===== src/rtl/fifo_wptr_full.sv =====
// Write-side pointer / full-flag generator for the async FIFO; publishes a flopped Gray write pointer.
// Define FIFO_WPTR_AFULL_EN to build the almost-full flag (otherwise afull is tied to 0).
module fifo_wptr_full #(
   parameter int ADDR_W      = 4,
   parameter int AFULL_LEVEL = 12
) (
   input  logic              clk,
   input  logic              rst_n,
   input  logic              push,
   input  logic [ADDR_W:0]   rptr_gray_sync,
   output logic              wen,
   output logic [ADDR_W-1:0] waddr,
   output logic [ADDR_W:0]   wptr_gray,
   output logic              full,
   output logic              afull,
   output logic              overflow
);

   localparam logic [ADDR_W:0] AFULL_LVL = (ADDR_W+1)'(AFULL_LEVEL);

   logic [ADDR_W:0] wbin, wbin_next, wgray_next, rptr_full_cmp;
   logic            full_next;

   assign wen        = push & ~full;
   assign wbin_next  = wbin + {{ADDR_W{1'b0}}, wen};
   assign wgray_next = wbin_next ^ (wbin_next >> 1);
   assign waddr      = wbin[ADDR_W-1:0];

   // Full when the write pointer is exactly one lap ahead: Gray form inverts the top two bits.
   assign rptr_full_cmp = {~rptr_gray_sync[ADDR_W:ADDR_W-1], rptr_gray_sync[ADDR_W-2:0]};
   assign full_next     = (wgray_next == rptr_full_cmp);

   always_ff @(posedge clk) begin
      if (!rst_n) begin
         wbin      <= '0;
         wptr_gray <= '0;
         full      <= 1'b0;
         overflow  <= 1'b0;
      end else begin
         wbin      <= wbin_next;
         wptr_gray <= wgray_next;
         full      <= full_next;
         overflow  <= overflow | (push & full);
      end
   end

`ifdef FIFO_WPTR_AFULL_EN
   logic [ADDR_W:0] rbin, level_next;
   logic            afull_next;

   // Gray to binary: each binary bit is the XOR of all Gray bits at or above it.
   always_comb begin
      rbin = '0;
      for (int i = 0; i <= ADDR_W; i++)
         rbin[i] = ^(rptr_gray_sync >> i);
   end

   assign level_next = wbin_next - rbin;
   assign afull_next = (level_next >= AFULL_LVL);

   always_ff @(posedge clk) begin
      if (!rst_n) afull <= 1'b0;
      else        afull <= afull_next;
   end
`else
   logic unused_afull_lvl;
   assign unused_afull_lvl = ^AFULL_LVL;
   assign afull            = 1'b0;
`endif

endmodule

===== config.mk =====
export PLATFORM = sky130hd
export DESIGN_NAME = fifo_wptr_full
export DESIGN_NICKNAME = d
export VERILOG_FILES = /design/src/rtl/fifo_wptr_full.sv
export SDC_FILE = /design/constraint.sdc
export NUM_CORES = 1
export LEC_CHECK = 0
export ABC_AREA = 1
export CORE_UTILIZATION = 42
export CTS_BUF_LIST = sky130_fd_sc_hd__clkbuf_16
export DETAILED_ROUTE_END_ITERATION = 12
export PLACE_DENSITY = 0.75
export SLEW_MARGIN = 15
export SYNTH_ARGS = -nofsm -noshare
export SYNTH_HDL_FRONTEND = slang
export SYNTH_SLANG_ARGS = --single-unit

===== constraint.sdc =====
create_clock -name clk -period 2.18 [get_ports clk]
set_clock_uncertainty 0.05 [all_clocks]
set_input_delay 0.436 -clock clk [delete_from_list [all_inputs] [get_ports clk]]
set_output_delay 0.436 -clock clk [all_outputs]
set_load 0.01 [all_outputs]

# ---- Word level (Yosys, flattened, before mapping)
# Index checks and enable logic that the tools add are counted.
dict set report word_totals {
  word_cells 12
  in_bits 8
  output_inout_bits 13
  register_bits 12
}
dict set report classes {
  bitwise 6
  eq_ne 1
  addsub 1
}
# operator n
set ops {}
lappend ops {{$add 5x1->5} 1}
lappend ops {{$eq 5x5->1} 1}
lappend ops {{$xor 5x4->5} 1}
lappend ops {{$and 1x1->1} 2}
lappend ops {{$not 2->2} 1}
lappend ops {{$not 1->1} 1}
lappend ops {{$or 1x1->1} 1}

# ---- Logic depth before layout (Yosys ltp)
# Gate-level depths: netlist of the first run.
dict set report depth {
  ltp_word 5
  mapped_depth 12
  ltp_nobuf 12
}

# ---- Worst setup path before layout of the first run
# OpenSTA, ideal clock, no wires.
dict set report synth_path {
  kind {input port to flip-flop}
  from {input push}
  to {register full}
  required_ns 2.018
  setup_time_ns 0.112
  arrival_time_ns 1.739
  slack_ns 0.279
  path_buffers 0
  path_stages 11
  cell_sequence {inv_1 > nor2_1 > ha_1 > ha_1 > nor2_1 > nor2_1 > nand2_1 > nand3b_1 > nand2_1 > nand3_1 > nor2_2}
}
dict set report synth_between {
  elab_chain_cells 4
}
# item line_no
set synth_lines {}
lappend synth_lines {{start, declared} 9} ;# input logic push,
lappend synth_lines {{$and 1x1->1} 24} ;# assign wen = push & ~full;
lappend synth_lines {{net wen} 11} ;# output logic wen,
lappend synth_lines {{$add 5x1->5} 25} ;# assign wbin_next = wbin + {{ADDR_W{1'b0}}, wen};
lappend synth_lines {{$xor 5x4->5} 26} ;# assign wgray_next = wbin_next ^ (wbin_next >> 1);
lappend synth_lines {{$eq 5x5->1} 31} ;# assign full_next = (wgray_next == rptr_full_cmp);
lappend synth_lines {{end signal, assigned} 42} ;# full <= full_next;
lappend synth_lines {{end, declared} 14} ;# output logic full,
# The timed path passes the listed nets, and every way through them passes these cells.
# A chain may end at the register's enable or synchronous reset.

# ---- Worst setup path after layout of the first run
dict set report layout_path {
  from {input push}
  to {register full}
}
dict set report layout_between {
  elab_chain_cells 4
}
# item line_no
set layout_lines {}
lappend layout_lines {{$and 1x1->1} 24}
lappend layout_lines {{$add 5x1->5} 25}
lappend layout_lines {{$xor 5x4->5} 26}
lappend layout_lines {{$eq 5x5->1} 31}
# No other way between the ends.

==> results of run 1 <==
[Yosys cell counts]
cell / instances
nand2_1: 29
inv_1: 12
dfxtp_1: 11
nand3_1: 9
nor2_1: 9
a21oi_1: 5
nand4_1: 4
nand2_2: 3
buf_4: 2
ha_1: 2
nand3b_1: 2
conb_1: 1
nor2_2: 1
xnor2_2: 1
[critical path, cell delays in order]
cell,delay [ns]
clkdlybuf4s50_1,0.48
inv_1,0.05
nor2_2,0.12
ha_2,0.22
ha_4,0.16
buf_4,0.12
xnor2_2,0.15
nand2_1,0.13
nand3_1,0.08
nand2_1,0.05
nand2_1,0.10
nor2_2,0.03
[state kept, by name, summed over array words and instances, names as in the netlist]
name and cells:
overflow 1, wptr_gray 5, full 1, wbin 4
[cells by family after synthesis]
logic type / after synthesis / share of synthesized area, %
xor gates and xnor gates: 1 / 2.70
buffers and inverters: 14 / 9.96
and+or+nand+nor: 57 / 41.9
AOI/OAI and AO/OA: 5 / 4.15
other: 1 / 0.622
adders and majority gates: 2 / 4.15
DFF: 11 / 36.5
[power breakdown]
part	total [mW]	internal [mW]	switching, mW	leakage [nW]
Combinational	0.124	0.0670	0.0571	0.320
Clock	0.330	0.241	0.0897	0.0423
Sequential	0.219	0.212	0.00724	0.0894
Total	0.674	0.520	0.154	0.452
[metal layers]
| metal | routed length [um] | vias to the layer above |
|---|---|---|
| met3 | 52 | 2 |
| met5 | 0 | - |
| met2 | 800 | 14 |
| met1 | 622 | 287 |
| li1 | - | 342 |
| met4 | 14 | 0 |
[worst max-delay path by stage]
stage | from | end | slack [ns]
after floorplan | push | full$_SDFF_PN0_ | 0.28
after global placement | push | full$_SDFF_PN0_ | -0.14
after detailed placement | push | full$_SDFF_PN0_ | -0.24
after CTS | push | full$_SDFF_PN0_ | 0.004
after global routing | push | full$_SDFF_PN0_ | 0.01
final | push | full$_SDFF_PN0_ | 0.13
[stage by stage]
stage / power [mW] / setup WS [ns] / cell area [um2] / hold slack, ns / std cells
5_1_grt: 0.702 / 0.0115 / 942 / 0.471 / 133
4_1_cts: 0.670 / 0.00383 / 922 / 0.417 / 133
3_5_place_dp: 0.337 / -0.243 / 842 / 0.408 / 129
3_3_place_gp: 0.333 / -0.142 / 842 / 0.410 / 129
2_1_floorplan: 0.279 / 0.279 / 603 / 0.452 / 91
6_report: 0.674 / 0.134 / 942 / 0.415 / 133
[cell usage in the layout (no fill, tap or decap), types with 2 or more instances in the layout]
| cell | n |
|---|---|
| nand2_2 | 4 |
| nand3_1 | 9 |
| nor2_2 | 3 |
| nor2_1 | 7 |
| clkdlybuf4s50_1 | 18 |
| clkbuf_16 | 3 |
| dfxtp_1 | 11 |
| nand3b_1 | 2 |
| a21oi_1 | 5 |
| inv_1 | 13 |
| buf_4 | 6 |
| nand2_1 | 28 |
| nand4_1 | 4 |
[cell type report]
class                      instances  area share (%)
inverter                          12            4.78
clock buffer                       3            7.97
tap                               15            1.99
multi-input combinational         66            36.7
timing repair buffer              25            24.8
sequential                        11            23.4
clock inverter                     1           0.398
[timing repair]
item                                    4_1_cts  5_1_grt
endpoints found under the setup margin        2        1
resized for setup                             2        5
gates cloned                                  0        0
pin swaps                                     0        2
==> results.cfg, run 1 <==
[run_status]
outcome = complete, no violations

[yosys]
yosysWarnings = 0
synth-seq-cells = 11
yosysSeqAreaShare_pct = 36.5
syn_area_um2 = 603
synth.distinct_cells = 14
ys_top_cells_by_area = dfxtp_1, nand2_1, nand3_1, inv_1, nor2_1
synth_top_cell_area_share_pct = 36.5
synth_top_cell_by_area = dfxtp_1
syn_inst = 91
syn-mean-instance-area_um2 = 6.63
synthesis.nets = 101

[flow_run]
maxCapViolations = 0

[clock_tree]
cts_tree = done
htree_levels = 1
root_buffer = clkbuf_16
clkSlewWorstSetupHoldPaths_ns = 0.04
clk_latency_ns = 0.24
cts_buffers = 3
clockBufferDepth = 2
hold_buffers = 0
post_cts_buffers = 0
clock-sinks = 11

[worst_setup_path]
r2r_setup_slack_ns = 0.46
path_class = input port to flip-flop
critPathArrivalTime_ns = 2.13
worstSetupEndpointType = flip-flop
worst_setup_path_start_kind = input port
required_ns = 2.26
cp_max_fo = 6
rr_endpoint = full$_SDFF_PN0_
r2r_start = full$_SDFF_PN0_
rr_worst_depth = 10

[cells_and_area]
final_util_pct = 71.5
multiInputGateArea_um2 = 345
nFillCells = 98
drive_gt1_share_pct = 16.1
syn2layout_area_growth_pct = 56.2
regArea_um2 = 220
diodes = 0
nNetsFinal = 129

[timing]
post-route-min-period_ns = 2.05
setup_viol_count_final = 0
fin_setup_tns_ns = 0
timing.fmax_mhz = 489
finalCritPeriodShare_pct = 93.9
maxSlewViolCount = 0
rsz0062_at_grt = false
hold_viol = 0

[grt]
grt_pass1_wl_um = 2190
gr-usage-met2_pct = 35.5
gr-usage-all-layers_pct = 21.9
antenna_found_initial = 0
busiest_layer = met2
grt_pass1_vias = 550
overflow = 0
met1_usage_pct = 24.7
gr-usage-met3_pct = 8.52
grt_max_degree = 11

[power]
ir_drop_mv = 0.785
power_density_mw_per_mm2 = 715
p_leak_nw = 0.452

[route]
wl_per_cell_um = 11.2
drc_errors = 0
routed_via_density = 4.85
dr.pass1.iters = 4
first_iter_violations = 19
vias = 645
ant_nets = 0
wirelength_um = 1490

[floorplan]
fp-row-count = 13
die_y_um = 39.9
die_x_um = 39.9
die_area_mm2 = 0.00159
io_pins = 21
initial_core_util_pct = 45.8
core-area_mm2 = 0.00132

[min_path]
worstHoldStart = overflow$_SDFF_PN0_
hold_end = overflow$_SDFF_PN0_
min-delay-path-class = flip-flop to flip-flop
whs_path_depth = 2

[place]
hpwl_um = 1040
io_buffer_count = 19
gp_congestion = 0.664
No activity file was read; power rests on OpenSTA's default activity.
==> run 2: changes to the inputs <==
Settings changed: CORE_UTILIZATION 42 to 38, PLACE_DENSITY 0.75 to 0.72.
Clock period 2.18 ns to 1.8 ns, I/O delays scaled along.
==> results.cfg, run 2 (synthesized netlist as in run 1, its figures left out) <==
[run_status]
outcome = complete, no violations

[clock_tree]
root_buffer = clkbuf_16
htree_levels = 1
clock-sinks = 11
cts_tree = done
clk_latency_ns = 0.24
clockBufferDepth = 2
cts_buffers = 3
clkSlewWorstSetupHoldPaths_ns = 0.04

[cells_and_area]
final_common_cell = nand2_1
drive_gt1_share_pct = 19.3
final_cells = 135
top_register = wptr_gray
final_cell_mix = nand2_1, clkdlybuf4s50_1, inv_1, dfxtp_1, nand3_1
top_regs = wptr_gray (5), wbin (4)
syn2layout_area_growth_pct = 59.1
diodes = 0
final_util_pct = 64.5
nNetsFinal = 130
largest_reg_flops = 5

[route]
dr.pass1.iters = 4
wl_per_cell_um = 9.82
routed_via_density = 4.73
ant_nets = 0
first_iter_violations = 10
vias = 639
wirelength_um = 1330
drc_errors = 0

[power]
p_int_mw = 0.634
share_seq_of_total_power_pct = 32.4
p_clk_share_pct = 48.7
ir_drop_mv = 0.631
comb_power_share_pct = 18.9
power_density_mw_per_mm2 = 850
power_mw = 0.816
p_leak_nw = 0.457
sw_frac_of_total_pct = 22.3
p_sw_mw = 0.182

[floorplan]
initial_core_util_pct = 40.5
io_pins = 21
die_area_mm2 = 0.00175
die_y_um = 41.8
fp-row-count = 14
core-area_mm2 = 0.00149
die_x_um = 41.8

[worst_setup_path]
crit_buf_inv = 1
cp_slowest_stage_delay_ns = 0.58
path_class = flip-flop to output port
worstSetupEndpointType = output port
slowest_stage = clkdlybuf4s50_1
critical-path-top-delay-family = buffers and inverters
critPathArrivalTime_ns = 1.25
cp_max_fo = 7
worst_setup_path_start_kind = flip-flop
crit_chain = clkdlybuf4s50_1
required_ns = 1.39

[timing]
post-route-min-period_ns = 1.66
timing.fmax_mhz = 601
hold_viol = 0
finalCritPeriodShare_pct = 92.5
maxSlewViolCount = 0
worst_slack_ns = 0.135
rsz0062_at_grt = false
setup_viol_count_final = 0

[grt]
gr-usage-all-layers_pct = 16.5
antenna_found_initial = 0
grt_pass1_wl_um = 2170
grt_max_degree = 10
overflow = 0
grt_pass1_vias = 557

[flow_run]
maxCapViolations = 0

[min_path]
min-delay-path-class = flip-flop to flip-flop

[place]
pre_cts_slack_ns = -0.424
hpwl_um = 970
gp_congestion = 0.727
dp_cells = 131
io_buffer_count = 19
-- run 2: cell types whose count changed in the layout (fill, tap and decap cells not counted), sizes merged --
cell / delta
buf: +1
clkdlybuf4s50: -1
dlygate4sd2: +1
-- run 2: power groups by stage --
stage / logic [mW] / clock network (mW) / registers [mW]
after global placement: 0.144 / 0 / 0.267
after detailed placement: 0.146 / 0 / 0.268
after global routing: 0.173 / 0.417 / 0.265
after floorplan: 0.0660 / 0 / 0.273
after CTS: 0.153 / 0.406 / 0.264
final: 0.154 / 0.397 / 0.264
-- run 2: stage by stage --
stage / setup TNS (ns) / hold WS [ns] / area (um2)
after floorplan: 0 / 0.408 / 608
after global placement: -1.56 / 0.416 / 856
after detailed placement: -1.73 / 0.411 / 856
after CTS: 0 / 0.426 / 957
after global routing: 0 / 0.470 / 960
final: 0 / 0.425 / 960
-- run 2: layer usage --
layer | vias to the layer above | GRT usage, % | wire length (um) | part of all wire, %
li1 | 342 | - | - | -
met5 | - | 0 | 0 | 0
met4 | 0 | 9.68 | 5 | 0.38
met3 | 2 | 3.91 | 55 | 4.1
met1 | 279 | 20.5 | 644 | 49
met2 | 16 | 25.9 | 621 | 47
-- run 2: area by class of cell --
type                       count  area (um2)
fill                         134         529
multi-input combinational     66         355
timing repair buffer          26         240
sequential                    11         220
clock buffer                   3        75.1
inverter                      12        45.0
tap                           16        20.0
clock inverter                 1        3.75
-- run 2: final timing paths --
path	start	to	slack, ns	cells after the start
hold reg to reg	overflow$_SDFF_PN0_	overflow$_SDFF_PN0_	0.43	2
setup / recovery	wbin[3]$_SDFF_PN0_	waddr[3]	0.14	1
hold / removal	overflow$_SDFF_PN0_	overflow$_SDFF_PN0_	0.43	2
setup reg to reg	full$_SDFF_PN0_	full$_SDFF_PN0_	0.22	10
-- run 2: what timing repair did --
item,in CTS,in global routing
pin swaps,11,4
setup endpoints to repair,4,1
hold buffers,0,0
gates resized for setup,8,1
setup buffers,0,0
